## config.mk

```make
export PLATFORM = sky130hd
export DESIGN_NAME = step_controller
export DESIGN_NICKNAME = d
export VERILOG_FILES = /design/src/rtl/step_pkg.sv /design/src/rtl/btn_debounce.sv /design/src/rtl/step_controller.sv
export SDC_FILE = /design/constraint.sdc
export NUM_CORES = 1
export LEC_CHECK = 0
export BUFFER_PORTS_ARGS = -buffer_cell sky130_fd_sc_hd__buf_2
export CAP_MARGIN = 20
export CORE_MARGIN = 2
export CORE_UTILIZATION = 54
export CTS_BUF_LIST = sky130_fd_sc_hd__clkbuf_8
export DETAILED_ROUTE_END_ITERATION = 6
export PLACE_DENSITY = 0.75
export SYNTH_ARGS = -nofsm -noshare
export SYNTH_HDL_FRONTEND = slang
export SYNTH_SLANG_ARGS = --single-unit
```

## constraint.sdc

```tcl
create_clock -name clk -period 2.12 [get_ports clk]
set_input_delay 0.106 -clock clk [delete_from_list [all_inputs] [get_ports clk]]
set_output_delay 0.106 -clock clk [all_outputs]
set_load 0.02 [all_outputs]
```

## src/rtl/step_pkg.sv

```systemverilog
// Shared definitions for the step controller: FSM encodings, default
// parameter values and the event-acceptance rule used by the FSM.
package step_pkg;

    typedef enum logic [1:0] {
        ST_PAUSE  = 2'b00,
        ST_RUN    = 2'b01,
        ST_HALTED = 2'b10
    } step_state_e;

    localparam int DEBOUNCE_CYCLES_DEFAULT = 1000000;
    localparam int CNT_W_DEFAULT           = 16;

    // An event fires a step only if it belongs to the current mode and no
    // halt is requested in the same cycle.
    function automatic logic event_accepted(
        input step_state_e st,
        input logic        tick,
        input logic        press,
        input logic        halt
    );
        logic acc;
        case (st)
            ST_RUN:   acc = tick & ~halt;
            ST_PAUSE: acc = press & ~halt;
            default:  acc = 1'b0;
        endcase
        return acc;
    endfunction

endpackage

```

## src/rtl/btn_debounce.sv

```systemverilog
// Pushbutton conditioner: 2-flop synchronizer, stability-window debounce and
// a single-cycle pulse on each debounced press (release produces nothing).
module btn_debounce
    import step_pkg::*;
#(
    parameter int DEBOUNCE_CYCLES = DEBOUNCE_CYCLES_DEFAULT
) (
    input  logic clk,
    input  logic reset,
    input  logic din,
    output logic press
);

    localparam int            CW   = $clog2(DEBOUNCE_CYCLES + 1);
    localparam logic [CW-1:0] LAST = CW'(DEBOUNCE_CYCLES - 1);

    logic          sync1_r;
    logic          sync2_r;
    logic          level_r;
    logic          press_r;
    logic [CW-1:0] cnt_r;
    logic          differ_s;
    logic          settle_s;

    // The window closes on the DEBOUNCE_CYCLES-th consecutive differing cycle.
    always_comb begin
        differ_s = sync2_r ^ level_r;
        settle_s = differ_s && (cnt_r == LAST);
    end

    // Synchronizer, stability counter, debounced level and press pulse.
    always_ff @(posedge clk or negedge reset) begin
        if (!reset) begin
            sync1_r <= 1'b0;
            sync2_r <= 1'b0;
            level_r <= 1'b0;
            cnt_r   <= '0;
            press_r <= 1'b0;
        end else begin
            sync1_r <= din;
            sync2_r <= sync1_r;
            if (settle_s) begin
                level_r <= sync2_r;
                cnt_r   <= '0;
            end else if (differ_s) begin
                cnt_r   <= cnt_r + CW'(1);
            end else begin
                cnt_r   <= '0;
            end
            press_r <= settle_s & sync2_r;
        end
    end

    assign press = press_r;

endmodule

```

## src/rtl/step_controller.sv

```systemverilog
// Processor clock-enable generator: free-run on slow_clk ticks, single-step
// on debounced button presses, and a sticky halt that only reset clears.
module step_controller
    import step_pkg::*;
#(
    parameter int DEBOUNCE_CYCLES = DEBOUNCE_CYCLES_DEFAULT,
    parameter int CNT_W           = CNT_W_DEFAULT
) (
    input  logic             clk,
    input  logic             reset,
    input  logic             slow_clk,
    input  logic             btn_step,
    input  logic             sw_run,
    input  logic             halt_req,
    output logic             cpu_en,
    output logic [1:0]       state,
    output logic [CNT_W-1:0] step_count
);

    localparam logic [CNT_W-1:0] CNT_MAX = {CNT_W{1'b1}};

    logic             run_sync1_r;
    logic             run_sync2_r;
    logic             slow_prev_r;
    logic             tick_s;
    logic             press_s;
    step_state_e      state_r;
    step_state_e      state_next_s;
    logic             fire_s;
    logic             cpu_en_r;
    logic [CNT_W-1:0] count_r;

    btn_debounce #(
        .DEBOUNCE_CYCLES (DEBOUNCE_CYCLES)
    ) u_btn (
        .clk   (clk),
        .reset (reset),
        .din   (btn_step),
        .press (press_s)
    );

    assign tick_s = slow_clk & ~slow_prev_r;

    // Mode-switch synchronizer and slow_clk edge-detect history.
    always_ff @(posedge clk or negedge reset) begin
        if (!reset) begin
            run_sync1_r <= 1'b0;
            run_sync2_r <= 1'b0;
            slow_prev_r <= 1'b0;
        end else begin
            run_sync1_r <= sw_run;
            run_sync2_r <= run_sync1_r;
            slow_prev_r <= slow_clk;
        end
    end

    // FSM state register.
    always_ff @(posedge clk or negedge reset) begin
        if (!reset) begin
            state_r <= ST_PAUSE;
        end else begin
            state_r <= state_next_s;
        end
    end

    // FSM next-state logic; halt has priority over mode changes.
    always_comb begin
        state_next_s = ST_PAUSE;
        case (state_r)
            ST_RUN: begin
                if (halt_req) begin
                    state_next_s = ST_HALTED;
                end else if (!run_sync2_r) begin
                    state_next_s = ST_PAUSE;
                end else begin
                    state_next_s = ST_RUN;
                end
            end
            ST_PAUSE: begin
                if (halt_req) begin
                    state_next_s = ST_HALTED;
                end else if (run_sync2_r) begin
                    state_next_s = ST_RUN;
                end else begin
                    state_next_s = ST_PAUSE;
                end
            end
            ST_HALTED: state_next_s = ST_HALTED;
            default:   state_next_s = ST_PAUSE;
        endcase
    end

    // FSM output logic: events are judged against the pre-transition state,
    // and a pulse is never issued right after another.
    always_comb begin
        fire_s = 1'b0;
        if (!cpu_en_r) begin
            fire_s = event_accepted(state_r, tick_s, press_s, halt_req);
        end else begin
            fire_s = 1'b0;
        end
    end

    // Registered enable pulse and saturating step counter.
    always_ff @(posedge clk or negedge reset) begin
        if (!reset) begin
            cpu_en_r <= 1'b0;
            count_r  <= '0;
        end else begin
            cpu_en_r <= fire_s;
            if (cpu_en_r && (count_r != CNT_MAX)) begin
                count_r <= count_r + CNT_W'(1);
            end else begin
                count_r <= count_r;
            end
        end
    end

    assign cpu_en     = cpu_en_r;
    assign state      = state_r;
    assign step_count = count_r;

endmodule

```

==> results.toml <==
[final_layout]
finalInstanceArea_mm2 = 0.00247
num_antenna_cells = 0
drive_gt1_share_pct = 23.2
num-nets-final = 244
largest_register = "u_btn.cnt_r"
mostFrequentLayoutCells = "46 x dfrtp_1, 24 x buf_2, 19 x nor2_1, 18 x xor2_1, 12 x nand3_1"
final_util_pct = 66.6
area_growth_syn_to_layout_pct = 17.7
largest_reg_flops = 20
layout_commonest_cell = "dfrtp_1"
stdcell_count = 285

[detailed_routing]
drc_errors = 0
wl_mm = 3.90
dr.pass1.iters = 4
drt-initial-drc-count = 62
ant_nets = 0
avgRoutedWirePerCell_um = 13.7
via_count = 1572
via_per_inst = 5.52

[worst_setup_path]
reg2reg_depth = 5
startpoint = "u_btn.cnt_r[1]$_DFF_PN0_"
arrival_ns = 2.22
cp-end-kind = "flip-flop"
rrSetupSlack_ns = 0.12
cp_max_fo = 8
timing.rr.start = "u_btn.cnt_r[1]$_DFF_PN0_"
worstSetupPathType = "reg2reg"
cp-start-kind = "flip-flop"
r2r-end = "u_btn.cnt_r[18]$_DFF_PN0_"
worstPathRequired_ns = 2.34

[status]
status = "complete, no violations"

[sta]
relSlewSlack_pct = 65.5
period_share_pct = 94.5
rsz0062_at_grt = "no"
period_needed_ns = 2.00
fin_tns_setup_ns = 0
slew_viol_final = 0
setup_viol = 0
tightest_slew_ns = 0.518
fin_skew_ns = 0.0100
fmax_mhz = 499
hold_viol_final = 0

[placed_design]
dp.cells = 272
place.gp.congestion = 0.825
io_buffers = 24
placed_cell_area_mm2 = 0.00232
dp_hpwl_mm = 2.80

[synth]
synth_top_cell_area_share_pct = 54.7
ys_warn_count = 0
synth_nets = 206
synth.avg_cell_area_um2 = 10.6
synth.area.top_cells = "dfrtp_1 55%, xor2_1 7.5%, nor2_1 3.4%, nand3_1 2.9%, xnor2_1 2.5%"
ys_ff_latch = 46
synth.largest_area_cell = "dfrtp_1"
yosysSeqAreaShare_pct = 54.7
syn_area_mm2 = 0.00210
synthDistinctLibCells = 36
synth_cells = 198

[hold_path]
hold_path.class = "in2async"

[clocking]
root_buffer = "clkbuf_8"
clock_path_buffers = 2
clk_pin_slew_ns = 0.09
cts_setup_buffers = 0
cts_sinks = 46
cts_tree = "yes"
cts_buffers = 5
insertion_delay_ns = 0.30
htree_levels = 2

[power]
power_leakage_nw = 1.18
ir_worst_vdd_mv = 0.481
power_density_mw_per_mm2 = 621

[global_routing]
overflow = 0
grt_pass1_vias = 1561
grt_pass1_wl_mm = 6.87
antenna_found_initial = 0
grt_usage_pct = 20.3
grt_start_max_net_pins = 25

[floorplanning]
dieWidth_um = 66.4
die_area_mm2 = 0.00441
die_h_um = 66.4
pin_count = 25
core_area_mm2 = 0.00372
core.rowCount = 22
start_util_pct = 56.6

[job]
cap_violations = 0
what timing repair did:
| item | 4_1_cts | 5_1_grt |
|---|---|---|
| setup endpoints to repair | 0 | 4 |
| gates resized for setup | 0 | 1 |
| hold buffers | 5 | 0 |
| hold endpoints to repair | 27 | 0 |
stage by stage:
step / power [mW] / hold WS, ns / setup slack [ns]
2_1_floorplan: 0.925 / -0.190 / 0.142
3_3_place_gp: 0.959 / 0.113 / 0.108
3_5_place_dp: 0.960 / 0.116 / 0.0595
4_1_cts: 1.55 / 0.325 / 0.0244
5_1_grt: 1.59 / 0.366 / 0.0157
6_report: 1.54 / 0.306 / 0.117
Yosys cell counts:
master     n
a21oi_2    1
clkbuf_1   2
nor4b_1    3
nor4_2     1
nand2_1   11
nor3_1     7
nor3b_1    2
dfrtp_1   46
and3_2     1
a31oi_1    1
or2_2      1
or3_2      3
o21ai_0    5
a41oi_1    1
or4_4      1
mux2_2     3
or4_1      6
xor2_1    18
a21oi_1   10
and3_1     2
ha_1       2
buf_2      4
nand3_2    1
inv_1      7
and2_1     1
or4_2      1
nand3_1   12
and4_1     3
xnor2_1    6
nor2b_1    1
nand4_1    7
a31o_2     1
or3_1      2
nor4_1     3
o31ai_1    3
nor2_1    19
critical path, cell delays in order (launching register included):
cell and delay (ns):
dfrtp_1 0.39, ha_1 0.23, nand2_1 0.10, or4_4 0.57, or4_4 0.50, a21oi_2 0.14
routing by layer:
layer | part of all wire [%] | track usage, %
met3 | 4.1 | 5.11
met2 | 49 | 34.3
met5 | 0 | 0
met1 | 46 | 26.1
met4 | 0.85 | 5.36
cells by family (layout without fill, tap and decap cells):
family          Yosys count  in the layout  synth area share, %
mux                       3              3                 1.61
simple gates             88             88                 23.7
compound gates           22             22                 6.19
xor+xnor                 24             24                 9.99
flops                    46             46                 54.7
buf+inv                  13             52                 2.56
fa+ha+maj                 2              2                 1.19
worst max path at each step:
stage                           endpoint  slack [ns]  cells past startpoint
6_report       u_btn.cnt_r[18]$_DFF_PN0_        0.12                      5
5_1_grt        u_btn.cnt_r[12]$_DFF_PN0_        0.02                      5
4_1_cts        u_btn.cnt_r[18]$_DFF_PN0_        0.02                      5
3_5_place_dp   u_btn.cnt_r[18]$_DFF_PN0_        0.06                      5
3_3_place_gp   u_btn.cnt_r[18]$_DFF_PN0_        0.11                      5
2_1_floorplan  u_btn.cnt_r[18]$_DFF_PN0_        0.14                      6
layout make-up:
type	count	area, µm²
sequential	46	1150
multi-input combinational	139	902
fill	297	1240
inverter	7	26.3
clock buffer	7	96.3
tap	48	60.1
clock inverter	1	8.76
timing repair buffer	37	230
power by group:
group	internal (mW)	total, mW	leakage, nW	switching (mW)
clock	0.299	0.588	0.0544	0.290
sequential	0.886	0.893	0.624	0.00651
combinational	0.0235	0.0558	0.505	0.0323
(Power assumes the default switching activity.)
